==> config.mk <==
export PLATFORM = sky130hd
export DESIGN_NAME = skin_score_stream
export DESIGN_NICKNAME = d
export VERILOG_FILES = /design/src/rtl/skin_pkg.sv /design/src/rtl/skin_score_lane.sv /design/src/rtl/skin_score_stream.sv
export SDC_FILE = /design/constraint.sdc
export NUM_CORES = 1
export LEC_CHECK = 0
export ABC_AREA = 1
export BUFFER_PORTS_ARGS = -buffer_cell sky130_fd_sc_hd__buf_2
export CORE_UTILIZATION = 45
export DETAILED_ROUTE_END_ITERATION = 8
export PLACE_DENSITY = 0.76
export SLEW_MARGIN = 40
export SYNTH_ARGS = -nofsm -noshare
export SYNTH_HDL_FRONTEND = slang
export SYNTH_SLANG_ARGS = --single-unit
==> constraint.sdc <==
create_clock -name clk -period 6.4 [get_ports clk]
set_input_delay 0.64 -clock clk [delete_from_list [all_inputs] [get_ports clk]]
set_output_delay 0.64 -clock clk [all_outputs]
set_load 0.01 [all_outputs]
==> src/rtl/skin_pkg.sv <==
// Shared constants, output-mode type and saturating helper for the skin scorer.
package skin_pkg;

  localparam int unsigned DEF_CR_CENTER  = 155;
  localparam int unsigned DEF_CB_CENTER  = 110;
  localparam int unsigned DEF_Y_MIN      = 40;
  localparam int unsigned DEF_Y_MAX      = 235;
  localparam int unsigned DEF_GAIN_SHIFT = 2;

  typedef enum logic {
    SCORE = 1'b0,
    MASK  = 1'b1
  } mode_e;

  // a - b, clamped at zero instead of wrapping.
  function automatic logic [31:0] sat_sub(input logic [31:0] a, input logic [31:0] b);
    return (a > b) ? (a - b) : '0;
  endfunction

endpackage

==> src/rtl/skin_score_lane.sv <==
// One lane of the skin scorer: chroma distance, penalty/score, threshold/mask.
// Each stage register loads on its own enable, supplied by the top-level handshake.
module skin_score_lane
  import skin_pkg::*;
#(
  parameter int unsigned DATA_W     = 8,
  parameter int unsigned SCORE_W    = 8,
  parameter int unsigned CR_CENTER  = DEF_CR_CENTER,
  parameter int unsigned CB_CENTER  = DEF_CB_CENTER,
  parameter int unsigned Y_MIN      = DEF_Y_MIN,
  parameter int unsigned Y_MAX      = DEF_Y_MAX,
  parameter int unsigned GAIN_SHIFT = DEF_GAIN_SHIFT
) (
  input  logic               clk,
  input  logic               rst,
  input  logic               i_en1,
  input  logic               i_en2,
  input  logic               i_en3,
  input  logic [DATA_W-1:0]  i_y,
  input  logic [DATA_W-1:0]  i_cb,
  input  logic [DATA_W-1:0]  i_cr,
  input  mode_e              i_mode,
  input  logic [SCORE_W-1:0] i_thresh,
  output logic [SCORE_W-1:0] o_score,
  output logic               o_skin
);

  localparam int unsigned D_W = DATA_W + 1;
  localparam int unsigned P_W = D_W + GAIN_SHIFT;
  localparam logic [DATA_W-1:0] CR_C = DATA_W'(CR_CENTER);
  localparam logic [DATA_W-1:0] CB_C = DATA_W'(CB_CENTER);
  localparam logic [DATA_W-1:0] Y_LO = DATA_W'(Y_MIN);
  localparam logic [DATA_W-1:0] Y_HI = DATA_W'(Y_MAX);
  localparam logic [31:0]       SMAX = (32'd1 << SCORE_W) - 32'd1;

  logic [DATA_W-1:0]  w_dcr;
  logic [DATA_W-1:0]  w_dcb;
  logic [D_W-1:0]     w_d;
  logic               w_ygate;
  logic [P_W-1:0]     w_pen;
  logic [SCORE_W-1:0] w_score;
  logic               w_skin;

  logic [D_W-1:0]     r_d;
  logic               r_ygate;
  logic [SCORE_W-1:0] r_score;

  // Stage-1 and stage-2 combinational math; S3 threshold compare.
  always_comb begin
    w_dcr   = (i_cr >= CR_C) ? (i_cr - CR_C) : (CR_C - i_cr);
    w_dcb   = (i_cb >= CB_C) ? (i_cb - CB_C) : (CB_C - i_cb);
    w_d     = {1'b0, w_dcr} + {1'b0, w_dcb};
    w_ygate = (i_y >= Y_LO) && (i_y <= Y_HI);
    w_pen   = P_W'(r_d) << GAIN_SHIFT;
    // Subtracting the unclamped penalty with a zero floor equals max - sat(pen).
    w_score = r_ygate ? SCORE_W'(sat_sub(SMAX, 32'(w_pen))) : '0;
    w_skin  = (r_score >= i_thresh);
  end

  // Three pipeline registers, each gated by its stage's advance enable.
  always_ff @(posedge clk) begin
    if (rst) begin
      r_d     <= '0;
      r_ygate <= 1'b0;
      r_score <= '0;
      o_score <= '0;
      o_skin  <= 1'b0;
    end else begin
      if (i_en1) begin
        r_d     <= w_d;
        r_ygate <= w_ygate;
      end
      if (i_en2) begin
        r_score <= w_score;
      end
      if (i_en3) begin
        o_score <= (i_mode == MASK) ? {SCORE_W{w_skin}} : r_score;
        o_skin  <= w_skin;
      end
    end
  end

endmodule

==> src/rtl/skin_score_stream.sv <==
// Multi-lane skin-tone scorer with valid/ready pipeline, frame markers and
// per-frame skin-pixel count.
module skin_score_stream
  import skin_pkg::*;
#(
  parameter int unsigned LANES      = 2,
  parameter int unsigned DATA_W     = 8,
  parameter int unsigned SCORE_W    = 8,
  parameter int unsigned CR_CENTER  = DEF_CR_CENTER,
  parameter int unsigned CB_CENTER  = DEF_CB_CENTER,
  parameter int unsigned Y_MIN      = DEF_Y_MIN,
  parameter int unsigned Y_MAX      = DEF_Y_MAX,
  parameter int unsigned GAIN_SHIFT = DEF_GAIN_SHIFT,
  parameter int unsigned CNT_W      = 24
) (
  input  logic                     clk,
  input  logic                     rst,
  input  logic                     mode,
  input  logic [SCORE_W-1:0]       thresh,
  input  logic                     valid_in,
  output logic                     ready_in,
  input  logic                     sof_in,
  input  logic                     eof_in,
  input  logic [LANES*DATA_W-1:0]  Y,
  input  logic [LANES*DATA_W-1:0]  Cb,
  input  logic [LANES*DATA_W-1:0]  Cr,
  output logic                     valid_out,
  input  logic                     ready_out,
  output logic                     sof_out,
  output logic                     eof_out,
  output logic [LANES*SCORE_W-1:0] skinScore,
  output logic [CNT_W-1:0]         frame_count,
  output logic                     count_valid
);

  localparam int unsigned POP_W = $clog2(LANES + 1);
  localparam int unsigned SUM_W = CNT_W + 1;

  logic w_en1, w_en2, w_en3, w_acc, w_hs;
  logic [LANES-1:0]  w_skin;
  logic [POP_W-1:0]  w_pop;
  logic [CNT_W-1:0]  w_base;
  logic [SUM_W-1:0]  w_sum;
  logic [CNT_W-1:0]  w_sat;
  mode_e             w_mode_in;

  logic r_v1, r_v2, r_v3;
  logic r_sof1, r_sof2, r_sof3;
  logic r_eof1, r_eof2, r_eof3;
  mode_e              r_mode, r_mode1, r_mode2;
  logic [SCORE_W-1:0] r_thresh, r_thresh1, r_thresh2;
  logic [CNT_W-1:0]   r_cnt;
  logic [CNT_W-1:0]   r_fc;
  logic               r_cv;

  // Stage enables: a stage loads when it is empty or its contents move on.
  always_comb begin
    w_en3     = !r_v3 || ready_out;
    w_en2     = !r_v2 || w_en3;
    w_en1     = !r_v1 || w_en2;
    ready_in  = w_en1 && !rst;
    w_acc     = valid_in && ready_in;
    w_hs      = r_v3 && ready_out;
    w_mode_in = mode_e'(mode);
  end

  // Popcount of the S3 skin flags and saturating frame accumulation.
  always_comb begin
    w_pop = '0;
    for (int unsigned i = 0; i < LANES; i++) begin
      w_pop = w_pop + POP_W'(w_skin[i]);
    end
    w_base = r_sof3 ? '0 : r_cnt;
    w_sum  = {1'b0, w_base} + SUM_W'(w_pop);
    w_sat  = w_sum[CNT_W] ? '1 : w_sum[CNT_W-1:0];
  end

  // mode/thresh are latched per frame at sof, and a copy rides with every beat
  // so a following frame's sof cannot retune beats of the previous frame still in flight.
  always_ff @(posedge clk) begin
    if (rst) begin
      r_v1 <= 1'b0;  r_v2 <= 1'b0;  r_v3 <= 1'b0;
      r_sof1 <= 1'b0; r_sof2 <= 1'b0; r_sof3 <= 1'b0;
      r_eof1 <= 1'b0; r_eof2 <= 1'b0; r_eof3 <= 1'b0;
      r_mode <= SCORE; r_mode1 <= SCORE; r_mode2 <= SCORE;
      r_thresh <= '0; r_thresh1 <= '0; r_thresh2 <= '0;
    end else begin
      if (w_acc && sof_in) begin
        r_mode   <= w_mode_in;
        r_thresh <= thresh;
      end
      if (w_en1) begin
        r_v1      <= w_acc;
        r_sof1    <= w_acc && sof_in;
        r_eof1    <= w_acc && eof_in;
        r_mode1   <= sof_in ? w_mode_in : r_mode;
        r_thresh1 <= sof_in ? thresh : r_thresh;
      end
      if (w_en2) begin
        r_v2      <= r_v1;
        r_sof2    <= r_sof1;
        r_eof2    <= r_eof1;
        r_mode2   <= r_mode1;
        r_thresh2 <= r_thresh1;
      end
      if (w_en3) begin
        r_v3   <= r_v2;
        r_sof3 <= r_sof2;
        r_eof3 <= r_eof2;
      end
    end
  end

  // Frame counter: updated on each output handshake, published on eof.
  always_ff @(posedge clk) begin
    if (rst) begin
      r_cnt <= '0;
      r_fc  <= '0;
      r_cv  <= 1'b0;
    end else begin
      r_cv <= 1'b0;
      if (w_hs) begin
        if (r_eof3) begin
          r_fc  <= w_sat;
          r_cv  <= 1'b1;
          r_cnt <= '0;
        end else begin
          r_cnt <= w_sat;
        end
      end
    end
  end

  for (genvar g = 0; g < LANES; g++) begin : g_lane
    skin_score_lane #(
      .DATA_W    (DATA_W),
      .SCORE_W   (SCORE_W),
      .CR_CENTER (CR_CENTER),
      .CB_CENTER (CB_CENTER),
      .Y_MIN     (Y_MIN),
      .Y_MAX     (Y_MAX),
      .GAIN_SHIFT(GAIN_SHIFT)
    ) u_lane (
      .clk     (clk),
      .rst     (rst),
      .i_en1   (w_en1),
      .i_en2   (w_en2),
      .i_en3   (w_en3),
      .i_y     (Y[g*DATA_W +: DATA_W]),
      .i_cb    (Cb[g*DATA_W +: DATA_W]),
      .i_cr    (Cr[g*DATA_W +: DATA_W]),
      .i_mode  (r_mode2),
      .i_thresh(r_thresh2),
      .o_score (skinScore[g*SCORE_W +: SCORE_W]),
      .o_skin  (w_skin[g])
    );
  end

  assign valid_out   = r_v3;
  assign sof_out     = r_sof3;
  assign eof_out     = r_eof3;
  assign frame_count = r_fc;
  assign count_valid = r_cv;

endmodule

# Yosys cells after proc, flatten, opt, wreduce, memory -nomap -nowiden
# Cells that the tools add are included.
[classes]
addsub = 14
n_lt_le_gt_ge = 12
mux = 16
n_bitwise = 1
n_reduce_logical = 16
[op_table]
columns = ["operator", "count"]
rows = [
  ["$mux 8", 11],
  ["$mux 24", 3],
  ["$sub 8x8->8 const A", 4],
  ["$add 24x2->25", 1],
  ["$gt 8x11->1 const A", 2],
  ["$add 8x8->9", 2],
  ["$ge 8x6->1 const B", 2],
  ["$ge 8x7->1 const B", 2],
  ["$ge 8x8->1", 2],
  ["$ge 8x8->1 const B", 2],
  ["$le 8x8->1 const B", 2],
  ["$sub 7x8->8 const A", 2],
  ["$sub 8x7->8 const B", 2],
  ["$sub 8x8->8 const B", 2],
  ["$logic_and 1x1->1", 7],
  ["$logic_not 1->1", 4],
  ["$logic_or 1x1->1", 3],
  ["$add 1x1->2", 1],
  ["$mux 1", 2],
  ["$reduce_and 2->1", 1],
  ["$reduce_or 2->1", 1],
  ["$not 1->1", 1],
]
[word_totals]
ff_bits = 139
wordCells = 87

# Depth between registers and ports, before layout
[logic_depth]
depth_word = 7
depth_mapped = 20
mapped_depth_nobuf = 19

# Cells and area by module
# From an unflattened synthesis, not the netlist that was laid out.
[hier_totals]
hier_cells = 1313
hier_area_um2 = 8821.0
[modules_own_cells]
columns = ["module", "n_inst", "cells_each", "area_each_um2", "seq_area_each_um2"]
rows = [
  ["skin_score_lane", 2, 352, 2233.4, 500.5],
  ["skin_score_stream", 1, 609, 4354.2, 1701.6],
]

# Worst setup path after synthesis
# No wires, ideal clock.
[synth_timing]
path_kind = "in2reg"
start = "in Cr[10]"
end = "reg g_lane[1].u_lane.r_d[6]"
arrival_time_ps = 2862
slack_ps = 3421
path_stages = 16
n_path_buf = 1
cell_sequence = "inv_1 ha_1 a21o_1 a21oi_1 a21oi_1 clkbuf_1 nand2_1 o21ai_0 fa_1 nand3_1 nand2_1 a21boi_0 or2_2 nand3_1 o211ai_1 inv_1"
[synth_between]
elab_chain_len = 3
[synth_lines]
columns = ["item", "line", "source"]
rows = [
  ["start, declared", "skin_score_stream.sv:26", "input logic [LANES*DATA_W-1:0] Cr,"],
  ["$sub 8x8->8 or $ge 8x8->1 (tied branches)", "skin_score_lane.sv:50", "w_dcr = (i_cr >= CR_C) ? (i_cr - CR_C) : (CR_C - i_cr);"],
  ["$mux 8 *", "skin_score_lane.sv:50", ""],
  ["$add 8x8->9 *", "skin_score_lane.sv:52", "w_d = {1'b0, w_dcr} + {1'b0, w_dcb};"],
  ["end signal, assigned", "skin_score_lane.sv:70", "r_d <= w_d;"],
  ["end, declared", "skin_score_lane.sv:44", "logic [D_W-1:0] r_d;"],
]
# Every way passes the cells marked *; elsewhere a longest branch is shown, timed or not.
# A chain may end at the register's enable or synchronous reset.

# Worst setup path after layout
[layout_timing]
start = "reg r_v3, in the netlist valid_out"
end = "out ready_in"
[layout_between]
elab_chain_len = 5
[layout_lines]
columns = ["item", "line", "source"]
rows = [
  ["start, declared", "skin_score_stream.sv:47", "logic r_v1, r_v2, r_v3;"],
  ["start signal, assigned", "skin_score_stream.sv:107", "r_v3 <= r_v2;"],
  ["$logic_not 1->1", "skin_score_stream.sv:58", "w_en3 = !r_v3 || ready_out;"],
  ["$logic_or 1x1->1", "skin_score_stream.sv:58", ""],
  ["$logic_or 1x1->1", "skin_score_stream.sv:59", "w_en2 = !r_v2 || w_en3;"],
  ["$logic_or 1x1->1", "skin_score_stream.sv:60", "w_en1 = !r_v1 || w_en2;"],
  ["$logic_and 1x1->1", "skin_score_stream.sv:61", "ready_in = w_en1 && !rst;"],
  ["end, declared", "skin_score_stream.sv:21", "output logic ready_in,"],
]
# Every way passes these cells.

==> results.yml <==
run_status:
  status: "completed"
synth:
  synth_enable_flop_cells: 0
  synth.avg_cell_area_sq_um: 6.91
  yosysWarnings: 0
  syn_nets: 1303
  ys_async_sr_fraction_pct: 0
  ys_ff_latch: 135
  synthTopCellsByArea: "dfxtp_1 33%, nand2_1 9.7%, inv_1 8.2%"
  syn-instance-count: 1190
  synth.top_cell.area_share_pct: 32.9
  synth.most_common_cell: "nand2_1"
  synthDistinctLibCells: 45
  ys_seq_area_share_pct: 32.9
  synthFlopType: "dfxtp_1"
  yosysTopAreaCell: "dfxtp_1"
  ys_top_cells_by_count: "212 x nand2_1, 179 x inv_1, 135 x dfxtp_1"
  syn-cell-area_sq_um: 8220
floorplan:
  io_pins: 108
  die_x_um: 137
  start_util_pct: 45.9
  die_area_sq_um: 18800
  coreArea_sq_um: 17900
  die_h_um: 137
  num_rows: 49
grt:
  antenna_found_initial: 1
  grt_pass1_wl_mm: 31.0
  grt_use_total_pct: 20.6
  grt_pass1_vias: 6917
  grt_start_max_net_pins: 85
  grt.overflow.total: 0
cts:
  cts.sinks: 135
  clock_latency_ns: 0.42
  cts_hold_buf: 0
  clk_pin_slew_ns: 0.06
  cts.repair.resized: 0
  cts_root_buf: "clkbuf_16"
  cts_tree: "yes"
  post-cts-setup-buffer-count: 0
  clock_path_buffers: 2
  numCtsBuffers: 17
  cts_htree_levels: 4
final_layout:
  fillers: 1741
  final_util_pct: 52.2
  area_growth_pct: 13.8
  nNetsFinal: 1376
  final_layout_size_suffix_gt1_share_pct: 14.8
  finalNonFillerCells: 1505
placed_design:
  dpl.hpwl_mm: 13.4
  gp_congestion: 0.890
  place_ws_ns: 2.73
  dp.cells: 1473
  io_buffers: 103
power_and_ir_drop:
  power_mw: 2.27
  p_int_mw: 1.60
  power.share.clock_pct: 40.1
  p_leak_nw: 4.54
  p_sw_share_pct: 29.3
  ir_worst_vdd_uv: 190
  pwr-share-comb_pct: 18.7
  p_seq_share_pct: 41.2
  power.switching_mw: 0.666
  p_per_area_nw_per_um2: 243
timing:
  rsz0062_at_grt: "false"
  clock_skew_ns: 0.00805
  fmax_mhz: 281
  setup_ws_ns: 2.84
  fin_crit_sh_pct: 55.6
  hold_viol: 0
  finalMaxSlewViolations: 0
  tightestPinTransition_ns: 0.684
  fin_setup_tns_ns: 0
  worst_slew_margin_rel_pct: 54.3
  period_needed_ns: 3.56
  setup_viol: 0
routing:
  wl_mm: 18.4
  dr_total_vias: 7702
  drtIter0Drc: 454
  drtPass1Iterations: 4
  viasPerCell: 5.12
  drtAntennaViolNets: 0
  routedWlPerCell_um: 12.3
  drc: 0
worst_setup_path:
  cp-start-kind: "flop"
  rrSetupSlack_ns: 3.04
  cp-end-kind: "output pin"
  critPathKind: "flop to output pin"
  cp.required_ns: 5.76
  arrival_ns: 2.92
  path_max_fanout: 42
worst_hold_path:
  hold_path.class: "flop to flop"
run:
  cap_viol_max_count: 0
-- worst max-delay path, cell delays in order (launching register included) --
cell     delay (ns)
dfxtp_1        0.38
inv_1          0.04
or2_2          0.50
nor2_4         0.44
nand2_2        0.52
nand2_2        0.35
inv_2          0.09
buf_2          0.16
-- area by class of cell --
cell class,instances,area (sq um),area share (%)
Inverter,185,697,7.45
Timing Repair Buffer,106,538,5.75
Clock inverter,14,126,1.35
Multi-Input combinational cell,818,4570,48.9
Antenna cell,1,2.50,0.0268
Clock buffer,17,425,4.55
Sequential cell,135,2700,28.9
Tap cell,229,287,3.06
-- per-stage QoR --
stage / instance area, sq um / hold WS (ns)
after floorplan: 8220 / 0.430
after global placement: 8780 / 0.440
after detailed placement: 8790 / 0.445
after CTS: 9340 / 0.454
after global routing: 9350 / 0.474
final: 9350 / 0.453
-- layout by cell type (no fill, tap or decap), types with 3 or more instances in the layout --
master     instances
nand2_1          211
inv_1            178
dfxtp_1          135
o21ai_0          125
a21oi_1          113
buf_2            103
nor2_1            99
nand3_1           62
ha_1              47
xor2_1            26
o21bai_1          25
nand3_2           19
clkbuf_16         17
o22ai_1           13
nor3_1             8
nor2_2             8
o211ai_1           7
xnor2_1            7
or2_2              6
nand4_1            5
a211oi_1           5
inv_2              5
nand2_2            4
o21a_1             4
clkinv_4           4
clkinv_2           4
fa_1               3
inv_6              3
buf_4              3
-- logic make-up (layout without fill, tap and decap cells) --
family | after synthesis | count (layout) | share of synthesized area [%]
AO/OA/AOI/OAI | 304 | 304 | 20.4
XOR/XNOR | 33 | 33 | 3.52
adder cells (fa/ha/maj) | 50 | 50 | 7.89
buffers and inverters | 237 | 322 | 11.7
flip-flops | 135 | 135 | 32.9
other | 0 | 1 | 0
AND/OR/NAND/NOR | 431 | 431 | 23.7
-- final timing paths --
path,startpoint,endpoint,depth (start not counted)
min,r_thresh[6],r_thresh[6],2
max,valid_out,ready_in,7
min reg2reg,r_thresh[6],r_thresh[6],2
max reg2reg,sof_out,r_cnt[20],13
-- power groups by stage --
stage	logic, mW	clock network, mW	registers [mW]
2_1_floorplan	0.316	0	0.948
3_3_place_gp	0.412	0	0.951
3_5_place_dp	0.425	0	0.953
4_1_cts	0.427	0.931	0.935
5_1_grt	0.493	0.978	0.942
6_report	0.424	0.912	0.935
-- layer usage --
metal  global-route usage (%)  share of wire (%)  vias up
met4                     6.72                1.5        0
met1                     23.5                 43     3515
met5                        0                  0        -
li1                         -                  -     4024
met2                     38.4                 52      140
met3                     3.63                3.2       23
-- state kept, by name, indices dropped and copies added (netlist names), 8 cells and up --
register / count
g_lane.u_lane.o_score: 14
r_cnt: 24
g_lane.u_lane.r_score: 14
frame_count: 24
r_thresh1: 8
r_thresh2: 8
g_lane.u_lane.r_d: 18
r_thresh: 8
No activity file was read; power rests on OpenSTA's default activity.
